[src/rtl/mac_pkg.sv]
// mac_pkg: shared types and constants for the MAC lane group and its
// downstream output-feature-map collector.
//
// Contents:
//   MAC_LANE_GROUP        number of MAC lanes in a group (8)
//   MAC_OFM_FIFO_DEPTH    default per-lane collector FIFO depth (4)
//   MAC_OFM_W_BEAT_COUNT  width of the per-tile beat counter (16)
//   mac_lane_ofm_port     one lane output word: 32-bit data + output_end
//   mac_lane_monitor      per-lane NaN/Inf flags
//   mac_ofm_beat          one aligned collector beat for a full lane group
//   mac_ofm_next_beat_count  per-tile beat counter update rule
package mac_pkg;

  localparam int MAC_LANE_GROUP       = 8;
  localparam int MAC_OFM_FIFO_DEPTH   = 4;
  localparam int MAC_OFM_W_BEAT_COUNT = 16;

  typedef struct packed {
    logic [31:0] data;
    logic        output_end;
  } mac_lane_ofm_port;

  typedef struct packed {
    logic is_nan;
    logic is_inf;
  } mac_lane_monitor;

  typedef struct packed {
    logic [32*MAC_LANE_GROUP-1:0] data;
    logic                         output_end;
  } mac_ofm_beat;

  // The counter restarts at the last beat of a tile and otherwise sticks at
  // all-ones rather than wrapping, so an overlong tile is still recognisable.
  function automatic logic [MAC_OFM_W_BEAT_COUNT-1:0] mac_ofm_next_beat_count(
    input logic [MAC_OFM_W_BEAT_COUNT-1:0] cur,
    input logic                            is_end
  );
    if (is_end) begin
      return '0;
    end
    if (&cur) begin
      return cur;
    end
    return cur + 1'b1;
  endfunction

endpackage

[src/rtl/mac_ofm_fifo.sv]
// mac_ofm_fifo: single-clock FIFO of mac_lane_ofm_port words, one per lane
// of the collector.
//
// Ports:
//   clk, rst      clock (rising edge), asynchronous active-high reset
//   push, wr_word write request and the word to store
//   pop           remove the head word
//   head_word     word currently at the head (valid when !empty)
//   full, empty   occupancy flags
//   count         number of stored words, 0..DEPTH
//
// DEPTH must be a power of two and at least 2 so the pointers wrap
// naturally and count needs exactly one extra bit.
module mac_ofm_fifo
  import mac_pkg::*;
#(
  parameter int DEPTH = MAC_OFM_FIFO_DEPTH
) (
  input  logic                       clk,
  input  logic                       rst,
  input  logic                       push,
  input  mac_lane_ofm_port           wr_word,
  input  logic                       pop,
  output mac_lane_ofm_port           head_word,
  output logic                       full,
  output logic                       empty,
  output logic [$clog2(DEPTH):0]     count
);

  localparam int AW = $clog2(DEPTH);
  localparam logic [AW:0] FULL_COUNT = (AW+1)'(DEPTH);

  mac_lane_ofm_port mem [DEPTH];
  logic [AW-1:0]    wr_ptr;
  logic [AW-1:0]    rd_ptr;
  logic [AW:0]      cnt;
  logic             push_ok;
  logic             pop_ok;

  // Requests against a full or empty FIFO are dropped so a misbehaving
  // neighbour can never corrupt the pointers.
  assign push_ok = push & ~full;
  assign pop_ok  = pop & ~empty;

  // Storage carries no reset; only the pointers and count decide what is valid.
  always_ff @(posedge clk) begin
    if (push_ok) begin
      mem[wr_ptr] <= wr_word;
    end
  end

  // Pointers wrap at DEPTH; a simultaneous push and pop leaves the count alone.
  always_ff @(posedge clk or posedge rst) begin
    if (rst) begin
      wr_ptr <= '0;
      rd_ptr <= '0;
      cnt    <= '0;
    end else begin
      if (push_ok) begin
        wr_ptr <= wr_ptr + 1'b1;
      end
      if (pop_ok) begin
        rd_ptr <= rd_ptr + 1'b1;
      end
      case ({push_ok, pop_ok})
        2'b10:   cnt <= cnt + 1'b1;
        2'b01:   cnt <= cnt - 1'b1;
        default: cnt <= cnt;
      endcase
    end
  end

  assign head_word = mem[rd_ptr];
  assign full      = (cnt == FULL_COUNT);
  assign empty     = (cnt == '0);
  assign count     = cnt;

endmodule

[src/rtl/mac_ofm_collector.sv]
// mac_ofm_collector: gathers one word from every MAC lane into an aligned
// output beat. Each lane is buffered in its own mac_ofm_fifo; when every
// FIFO has a head word they are all popped together into a single output
// register presented on a valid/ready handshake. Lanes that disagree on
// output_end raise a sticky error, and beats are counted per tile.
//
// Ports:
//   clk, rst          clock (rising edge), asynchronous active-high reset
//   i_lane_ofm        per-lane data word + output_end
//   i_lane_valid      per-lane word valid
//   o_lane_ready      per-lane ready (lane FIFO not full, registered state only)
//   o_ofm_data        output beat, lane k at bits [32k+31:32k]
//   o_ofm_end         beat is the last of its tile
//   o_ofm_valid       beat valid
//   i_ofm_ready       consumer accepts the beat
//   o_beat_count      beats accepted so far in the current tile
//   o_end_mismatch    sticky: lanes disagreed on output_end at a gather
//
// Optional feature, macro MAC_OFM_MONITOR_EN:
//   i_lane_monitor    per-lane NaN/Inf flags, qualified by an accepted push
//   i_monitor_clear   clears the sticky monitor flags (a same-cycle set wins)
//   o_monitor_nan     sticky: some accepted push carried is_nan
//   o_monitor_inf     sticky: some accepted push carried is_inf
module mac_ofm_collector
  import mac_pkg::*;
#(
  parameter int LANES      = MAC_LANE_GROUP,
  parameter int FIFO_DEPTH = MAC_OFM_FIFO_DEPTH
) (
  input  logic                                clk,
  input  logic                                rst,
  input  mac_lane_ofm_port [LANES-1:0]        i_lane_ofm,
  input  logic [LANES-1:0]                    i_lane_valid,
  output logic [LANES-1:0]                    o_lane_ready,
`ifdef MAC_OFM_MONITOR_EN
  input  mac_lane_monitor [LANES-1:0]         i_lane_monitor,
  input  logic                                i_monitor_clear,
  output logic                                o_monitor_nan,
  output logic                                o_monitor_inf,
`endif
  output logic [32*LANES-1:0]                 o_ofm_data,
  output logic                                o_ofm_end,
  output logic                                o_ofm_valid,
  input  logic                                i_ofm_ready,
  output logic [MAC_OFM_W_BEAT_COUNT-1:0]     o_beat_count,
  output logic                                o_end_mismatch
);

  localparam int CW = $clog2(FIFO_DEPTH) + 1;

  mac_lane_ofm_port [LANES-1:0] head_word;
  logic [LANES-1:0]             lane_push;
  logic [LANES-1:0]             lane_full;
  logic [LANES-1:0]             lane_empty;
  logic [CW-1:0]                lane_count [LANES];

  logic                         all_head;
  logic                         load;
  logic                         handshake;
  logic [32*LANES-1:0]          gathered_data;
  logic                         heads_any_end;
  logic                         heads_all_end;

  // One FIFO per lane. Ready comes from the registered occupancy count only,
  // so a pop in the same cycle never opens a slot early and o_lane_ready has
  // no path from i_ofm_ready or any other input.
  for (genvar k = 0; k < LANES; k++) begin : g_lane
    mac_ofm_fifo #(
      .DEPTH (FIFO_DEPTH)
    ) u_fifo (
      .clk       (clk),
      .rst       (rst),
      .push      (lane_push[k]),
      .wr_word   (i_lane_ofm[k]),
      .pop       (load),
      .head_word (head_word[k]),
      .full      (lane_full[k]),
      .empty     (lane_empty[k]),
      .count     (lane_count[k])
    );

    assign o_lane_ready[k] = (lane_count[k] < CW'(FIFO_DEPTH));
    assign lane_push[k]    = i_lane_valid[k] & ~lane_full[k];
  end

  // A beat can only form once every lane has a head word; all lanes then pop
  // together, never individually. The output register takes the new beat when
  // it is empty or its current beat is leaving this cycle.
  assign all_head  = ~|lane_empty;
  assign load      = all_head & (~o_ofm_valid | i_ofm_ready);
  assign handshake = o_ofm_valid & i_ofm_ready;

  // Lay the head words side by side and summarise their end flags: any-set
  // drives o_ofm_end, while any-set differing from all-set means disagreement.
  always_comb begin
    gathered_data = '0;
    heads_any_end = 1'b0;
    heads_all_end = 1'b1;
    for (int k = 0; k < LANES; k++) begin
      gathered_data[32*k +: 32] = head_word[k].data;
      heads_any_end = heads_any_end | head_word[k].output_end;
      heads_all_end = heads_all_end & head_word[k].output_end;
    end
  end

  // Output register: holds its beat stable under backpressure and drops
  // valid once the beat is taken with nothing new to replace it.
  always_ff @(posedge clk or posedge rst) begin
    if (rst) begin
      o_ofm_valid <= 1'b0;
      o_ofm_data  <= '0;
      o_ofm_end   <= 1'b0;
    end else if (load) begin
      o_ofm_valid <= 1'b1;
      o_ofm_data  <= gathered_data;
      o_ofm_end   <= heads_any_end;
    end else if (handshake) begin
      o_ofm_valid <= 1'b0;
    end
  end

  // The mismatch flag only ever sets; clearing it takes a reset.
  always_ff @(posedge clk or posedge rst) begin
    if (rst) begin
      o_end_mismatch <= 1'b0;
    end else if (load && (heads_any_end != heads_all_end)) begin
      o_end_mismatch <= 1'b1;
    end
  end

  // Beats are counted when the consumer actually takes them, not when they
  // are gathered, so the count reflects delivered beats in the tile.
  always_ff @(posedge clk or posedge rst) begin
    if (rst) begin
      o_beat_count <= '0;
    end else if (handshake) begin
      o_beat_count <= mac_ofm_next_beat_count(o_beat_count, o_ofm_end);
    end
  end

`ifdef MAC_OFM_MONITOR_EN
  logic nan_seen;
  logic inf_seen;

  // Only words actually accepted into a FIFO contribute to the monitors.
  always_comb begin
    nan_seen = 1'b0;
    inf_seen = 1'b0;
    for (int k = 0; k < LANES; k++) begin
      nan_seen = nan_seen | (lane_push[k] & i_lane_monitor[k].is_nan);
      inf_seen = inf_seen | (lane_push[k] & i_lane_monitor[k].is_inf);
    end
  end

  // Sticky flags; a new event in the same cycle as a clear keeps the flag set.
  always_ff @(posedge clk or posedge rst) begin
    if (rst) begin
      o_monitor_nan <= 1'b0;
      o_monitor_inf <= 1'b0;
    end else begin
      if (nan_seen) begin
        o_monitor_nan <= 1'b1;
      end else if (i_monitor_clear) begin
        o_monitor_nan <= 1'b0;
      end
      if (inf_seen) begin
        o_monitor_inf <= 1'b1;
      end else if (i_monitor_clear) begin
        o_monitor_inf <= 1'b0;
      end
    end
  end
`endif

endmodule

[config.mk]
export PLATFORM = sky130hd
export DESIGN_NAME = mac_ofm_collector
export DESIGN_NICKNAME = d
export VERILOG_FILES = /design/src/rtl/mac_pkg.sv /design/src/rtl/mac_ofm_fifo.sv /design/src/rtl/mac_ofm_collector.sv
export SDC_FILE = /design/constraint.sdc
export NUM_CORES = 2
export LEC_CHECK = 0
export ABC_AREA = 1
export BUFFER_PORTS_ARGS = -buffer_cell sky130_fd_sc_hd__buf_2
export CORE_MARGIN = 5
export CORE_UTILIZATION = 62
export DETAILED_ROUTE_END_ITERATION = 7
export MAX_ROUTING_LAYER = met4
export PLACE_DENSITY_LB_ADDON = 0.1
export RECOVER_POWER = 100
export SYNTH_ARGS = -nofsm -noshare
export SYNTH_HDL_FRONTEND = slang
export SYNTH_SLANG_ARGS = --single-unit
[constraint.sdc]
create_clock -name clk -period 28.5 [get_ports clk]
set_clock_uncertainty 0.2 [all_clocks]
set_input_delay 5.7 -clock clk [delete_from_list [all_inputs] [get_ports clk]]
set_output_delay 5.7 -clock clk [all_outputs]
set_load 0.02 [all_outputs]
======== After elaboration in Yosys (flattened, before gate mapping) ========
Memories as Yosys holds them, arrays and structs flattened.
Cells that the tools add are included.
word-level totals
  flip-flop bits (word level) ............. 331
  bits in writable memories ............... 1056
  bits of input ports ..................... 275
  output and inout port bits .............. 283
  logic and storage cells ................. 219
  memories ................................ 8
operators by class
  $add $sub $neg .......................... 33
  $lt $le $gt $ge ......................... 8
  eq/ne operators ......................... 26
  multiplexer cells ....................... 35
  bitwise operators ....................... 58
  reductions and logical operators ........ 22
memories
  memory                words  width  rd ports  clocked after memory_dff  write ports  RTL line            RTL
  g_lane[0].u_fifo.mem  4      33     1         0                         1            mac_ofm_fifo.sv:33  mac_lane_ofm_port mem [DEPTH];
  g_lane[1].u_fifo.mem  4      33     1         0                         1            mac_ofm_fifo.sv:33
  g_lane[2].u_fifo.mem  4      33     1         0                         1            mac_ofm_fifo.sv:33
  g_lane[3].u_fifo.mem  4      33     1         0                         1            mac_ofm_fifo.sv:33
  g_lane[4].u_fifo.mem  4      33     1         0                         1            mac_ofm_fifo.sv:33
  g_lane[5].u_fifo.mem  4      33     1         0                         1            mac_ofm_fifo.sv:33
  +2 memories           n/a    n/a    n/a       n/a                       n/a          n/a
operators by type and width
  operator                                                                count
  16-bit two-way mux                                                      4
  3-bit case mux with 2 select lines                                      8
  1-bit bitwise AND                                                       33
  2-bit by 1-bit adder with 2-bit output (second input constant)          16
  3-bit by 1-bit adder with 3-bit output (second input constant)          8
  3-bit equality test (second input constant)                             8
  3-bit logical NOT                                                       8
  3-bit < comparator (second input constant)                              8
  3-bit by 1-bit subtractor with 3-bit output (second input constant)     8
  1-bit two-way mux                                                       23
  2-bit nonzero test                                                      9
  1-bit inverter                                                          17
  16-bit by 1-bit adder with 16-bit output (second input constant)        1
  2-bit by 1-bit equality test with 1-bit output (second input constant)  8
  2-bit equality test (second input constant)                             8
  16-bit AND reduction                                                    1
  1-bit OR                                                                8
  8-bit OR reduction                                                      1
  3-bit != test (second input constant)                                   1
  2-bit AND reduction                                                     1
  1-bit logical AND                                                       1
  1-bit logical NOT                                                       1
  1-bit != test                                                           1

======== Depth between registers and ports, before layout ========
An unclocked memory read counts as a cell.
  depth after elaboration ................. 10
  mapped depth ............................ 15
  gate-level depth less buffers ........... 12

======== By module ========
Synthesis repeated with hierarchy kept, for this count alone.
unflattened totals
  cell total of the unflattened synthesis .. 4866
  area total of the unflattened synthesis .. 56482.9 um^2
by module, submodules not included
  module             instances  cells each  area each (um^2)  seq. area each (um^2)
  mac_ofm_fifo       8          447         5690.5            4139.0
  mac_ofm_collector  1          1290        10959.3           6881.6

======== Worst setup path after synthesis ========
No wires, ideal clock.
  path type ............................... input-to-reg
  start ................................... input i_lane_valid[0]
  end ..................................... memory g_lane[0].u_fifo.mem[0][0] (netlist bit) (enable)
  library setup time ...................... 423 ps
  data arrival time ....................... 7234 ps
  required time ........................... 27877 ps
  setup slack ............................. 20642 ps
  stages on the path ...................... 2
  buffers on the path ..................... 0
  cell sequence ........................... o31ai_2 nor2_1
on the way
  longest elaborated chain between the ends .. 4
ends and longest elaborated chain
  element                                  RTL line                 RTL
  start: declaration                       mac_ofm_collector.sv:33  input logic [LANES-1:0] i_lane_valid,
  1-bit bitwise AND                        mac_ofm_collector.sv:83  assign lane_push[k] = i_lane_valid[k] & ~lane_full[k];
  1-bit bitwise AND                        mac_ofm_fifo.sv:42       assign push_ok = push & ~full;
  1-bit two-way mux                        mac_ofm_fifo.sv:47       if (push_ok) begin
  1-bit two-way mux (not written as such)  mac_ofm_fifo.sv:48       mem[wr_ptr] <= wr_word;
  end: declaration                         mac_ofm_fifo.sv:33
No other way between the ends.

======== Worst setup path after layout ========
  start ................................... input i_ofm_ready
  end ..................................... register g_lane[5].u_fifo.cnt[1]
on the way
  longest elaborated chain between the ends .. 5
  elaborated cells between the ends (all ways) .. 7
  classes of those cells .................. eq/ne: 2; mux: 1; bitwise: 3; reduce/logical: 1
ends and longest elaborated chain
  element                                                                                       RTL line                 RTL
  start: declaration                                                                            mac_ofm_collector.sv:44  input logic i_ofm_ready,
  1-bit OR (*)                                                                                  mac_ofm_collector.sv:90  assign load = all_head & (~o_ofm_valid | i_ofm_ready);
  1-bit bitwise AND (*)                                                                         mac_ofm_collector.sv:90
  1-bit bitwise AND (*)                                                                         mac_ofm_fifo.sv:43       assign pop_ok = pop & ~empty;
  net g_lane[5].u_fifo.pop_ok                                                                   mac_ofm_fifo.sv:38       logic pop_ok;
  2-bit by 1-bit equality test with 1-bit output / 2-bit equality test (equally long branches)  mac_ofm_fifo.sv:65       case ({push_ok, pop_ok})
  3-bit case mux with 2 select lines / 2-bit nonzero test (equally long branches)               n/a
  end signal: assignment                                                                        mac_ofm_fifo.sv:66       2'b10: cnt <= cnt + 1'b1;
  end signal: assignment                                                                        mac_ofm_fifo.sv:67       2'b01: cnt <= cnt - 1'b1;
  end signal: assignment                                                                        mac_ofm_fifo.sv:68       default: cnt <= cnt;
  end: declaration                                                                              mac_ofm_fifo.sv:36       logic [AW:0] cnt;
The timed path passes the listed nets; every way through them passes the cells marked *.
A chain may end at the register's enable or synchronous reset.

==> impl_metrics.csv <==
group,metric,value,unit
clocking,cts_hold_buffers,0,
clocking,ctsResizeCount,0,
cells_and_area,fill_cells,6058,
detailed_routing,postRouteAntennaNets,0,
power,ir_drop,0.156,mV
grt,overflow,0,
detailed_routing,drc_errors,0,
hold_path,hold_start,"o_ofm_data[235]$_DFFE_PP0N_",
sta,rsz0062_at_grt,"false",
clocking,cts.clk_slew.worst_paths,0.06,ns
setup_path,critPathLaunch,"i_ofm_ready",
synthesis,yosysTopAreaCell,"edfxtp_1",
setup_path,critPathLaunchType,"primary input",
cells_and_area,finish.utilization,71.1,%
sta,setup_viol,0,
hold_path,hp-class,"reg2reg",
floorplanning,std_cell_rows,107,
floorplanning,die_y,303,um
floorplanning,initial_core_util,62.4,%
synthesis,netlist_instances,4231,
sta,relSlewSlack,-561,%
grt,grt_pass1_vias,32600,
synthesis,synth-xor-area-share,0.627,%
run_status,violations,"capacitance limit, slew limit",
setup_path,crit_top_cell,"inv_1",
cells_and_area,syn_to_final_growth,14.1,%
grt,grt_max_degree,186,
setup_path,cp_max_fo,185,
clocking,cts_tree,"yes",
sta,hold_viol_final,0,
detailed_routing,vias,34087,
sta,finalCritPeriodShare,51.9,%
setup_path,criticalPathCategory,"in2reg",
synthesis,synth-adder-area-share,1.27,%
synthesis,yosysMostFrequentCell,"edfxtp_1",
clocking,cts_buffers,140,
sta,min_period,14.79,ns
detailed_routing,wl_per_cell,20.6,um
detailed_routing,first_iter_violations,2907,
synthesis,synthTopCellsByArea,"edfxtp_1, dfrtp_1, nand2_1",
clocking,cts_sinks,1387,
power,leakage,22.6,nW
synthesis,synth-seq-area-share,75.3,%
synthesis,synth_top_family_by_area,"simple AND/OR/NAND/NOR gates",
floorplanning,io_pins,558,
setup_path,rr_startpoint,"g_lane[4].u_fifo.count[2]$_DFFE_PP0P_",
synthesis,ys.flop_type,"edfxtp_1",
placed_design,place_hpwl,71400,um
synthesis,synthMuxAreaShare,0,%
synthesis,syn_area_per_cell,12.5,sq um
synthesis,ys_seq_elements,1387,
clocking,cts_htree_levels,4,
clocking,clk_latency,0.71,ns
synthesis,yosys-top-cells-count,"edfxtp_1, nand2_1, nor2_1",
setup_path,crit_path_end_kind,"flip-flop",
setup_path,worst-r2r-setup-slack,18.01,ns
job,drv_cap,39,
placed_design,port_buffers,557,
detailed_routing,viasPerCell,5.62,
synthesis,syn-num-nets,4555,
run_status,status,"finished, violations left",
grt,antenna_found_initial,44,
setup_path,slowest_delay,6.91,ns
detailed_routing,wl,125000,um
setup_path,required,28.92,ns
synthesis,netlist_area,0.0531,sq mm
synthesis,synth.yosys.warnings,0,
sta,tightest_slew,9.92,ns
floorplanning,dieArea,0.0916,sq mm
sta,fmax,67.6,MHz
setup_path,cp_slowest_cell,"clkbuf_1",
cells_and_area,finalNetCount,5081,
sta,fin_tns_setup,0,ns
clocking,cts_setup_buffers,0,
synthesis,synth_cell_types,24,
synthesis,yosys.area_share.simple,11.2,%
synthesis,synth_compound_area_share,8.52,%
sta,drv_slew,1752,
clocking,root_buffer,"clkbuf_16",
power,p_per_area,123,mW/mm^2
synthesis,synthArstFlopShare,23.9,%
floorplanning,core_area,0.0851,sq mm
setup_path,worstPathArrival,15.21,ns
synthesis,synth_top_area_share,59.7,%
clocking,clockBufferDepth,3,
synthesis,synth_edf_count,1056,
grt,grt_pass1_wl,189000,um
placed_design,routabilityCongestion,0.825,
floorplanning,die_w,303,um
setup_path,worstPathCellList,"clkbuf_1 -> nor2_1 -> inv_1 -> nand3_1 -> clkbuf_1 -> inv_1 -> ha_1 -> inv_1 -> fa_1 -> o21ai_0",
grt,grt.total_usage,27.7,%
cells_and_area,drive_gt1_share,5.75,%
detailed_routing,dr.pass1.iters,5,
==> logic make-up (layout without fill, tap and decap cells) <==
kind of cell,Yosys count,count (layout)
AO/OA/AOI/OAI,828,828
XOR/XNOR,38,38
adder cells (fa/ha/maj),49,49
buffers and inverters,363,1003
flip-flops,1387,1387
other,0,45
AND/OR/NAND/NOR,1566,1566
==> cell usage in the layout, fill, tap and decap left out, types with 23 or more instances in the layout <==
cell type and instances:
nand3_1 48, edfxtp_1 1056, nand2_1 922, clkbuf_1 613
o21ai_0 546, o22ai_1 256, nor2_1 566, clkbuf_16 143
buf_4 31, dfrtp_1 323, inv_1 118, clkbuf_8 23
diode_2 45, xor2_1 30, ha_1 41
==> area by class of cell <==
type	count	area [sq um]	area share, %
well taps	1144	1430	2.36
multi-input cells	2481	11500	19.0
flip-flops and latches	1387	40000	66.1
clock inverters	47	480	0.793
repair buffers	611	2440	4.02
clock buffers	209	4060	6.70
diodes	45	113	0.186
inverters	136	513	0.847
==> power by group <==
| part | leakage (nW) | internal (mW) | switching (mW) | total, mW |
|---|---|---|---|---|
| registers | 13.7 | 2.79 | 0.208 | 3.00 |
| clock network | 2.23 | 1.06 | 0.735 | 1.79 |
| logic | 6.66 | 0.781 | 1.87 | 2.65 |
| total | 22.6 | 4.63 | 2.81 | 7.43 |
==> registers in the layout, summed over array words and instances, names as in the netlist <==
register,count
g_lane.u_fifo.mem,1056
o_end_mismatch,1
o_ofm_end,1
o_ofm_valid,1
o_beat_count,16
g_lane.u_fifo.rd_ptr,16
g_lane.u_fifo.wr_ptr,16
o_ofm_data,256
g_lane.u_fifo.count,24
==> through the flow <==
stage | worst slack (ns) | area, sq um | std cells | hold slack, ns | total power [mW]
finish | 13.71 | 60600 | 6060 | 0.273 | 7.43
global route | 12.77 | 60500 | 6054 | 0.293 | 7.90
CTS | 20.49 | 61400 | 6015 | 0.275 | 7.41
detailed placement | 19.69 | 56900 | 5759 | 0.260 | 5.61
global placement | 19.73 | 56900 | 5759 | 0.240 | 5.53
floorplan | 13.43 | 53100 | 4231 | 0.286 | 4.77
==> worst paths after layout <==
path / cells after the start / to
worst max-delay path: 10 / g_lane[5].u_fifo.count[1]$_DFFE_PP0P_
worst min-delay path: 2 / o_ofm_data[235]$_DFFE_PP0N_
worst max register to register: 11 / g_lane[5].u_fifo.count[1]$_DFFE_PP0P_
worst min register to register: 2 / o_ofm_data[235]$_DFFE_PP0N_
max in group asynchronous: 4 / g_lane[2].u_fifo.rd_ptr[0]$_DFFE_PP0P_
min in group asynchronous: 2 / o_ofm_data[56]$_DFFE_PP0N_
==> worst max-delay path: cells and delay by family <==
family | cells | cell delay [ns]
buffers and inverters | 5 | 7.41
and+or+nand+nor | 2 | 0.77
adders and majority gates | 2 | 0.97
AOI/OAI and AO/OA | 1 | 0.14
==> routing by layer <==
layer	vias to the layer above	global-route usage, %	part of all wire, %
met2	1237	43.5	49
met4	0	10.1	3.2
met3	216	6.41	8.4
met1	16734	36.1	39
li1	15900	-	-
met5	-	-	0
No activity file was read; power rests on OpenSTA's default activity.
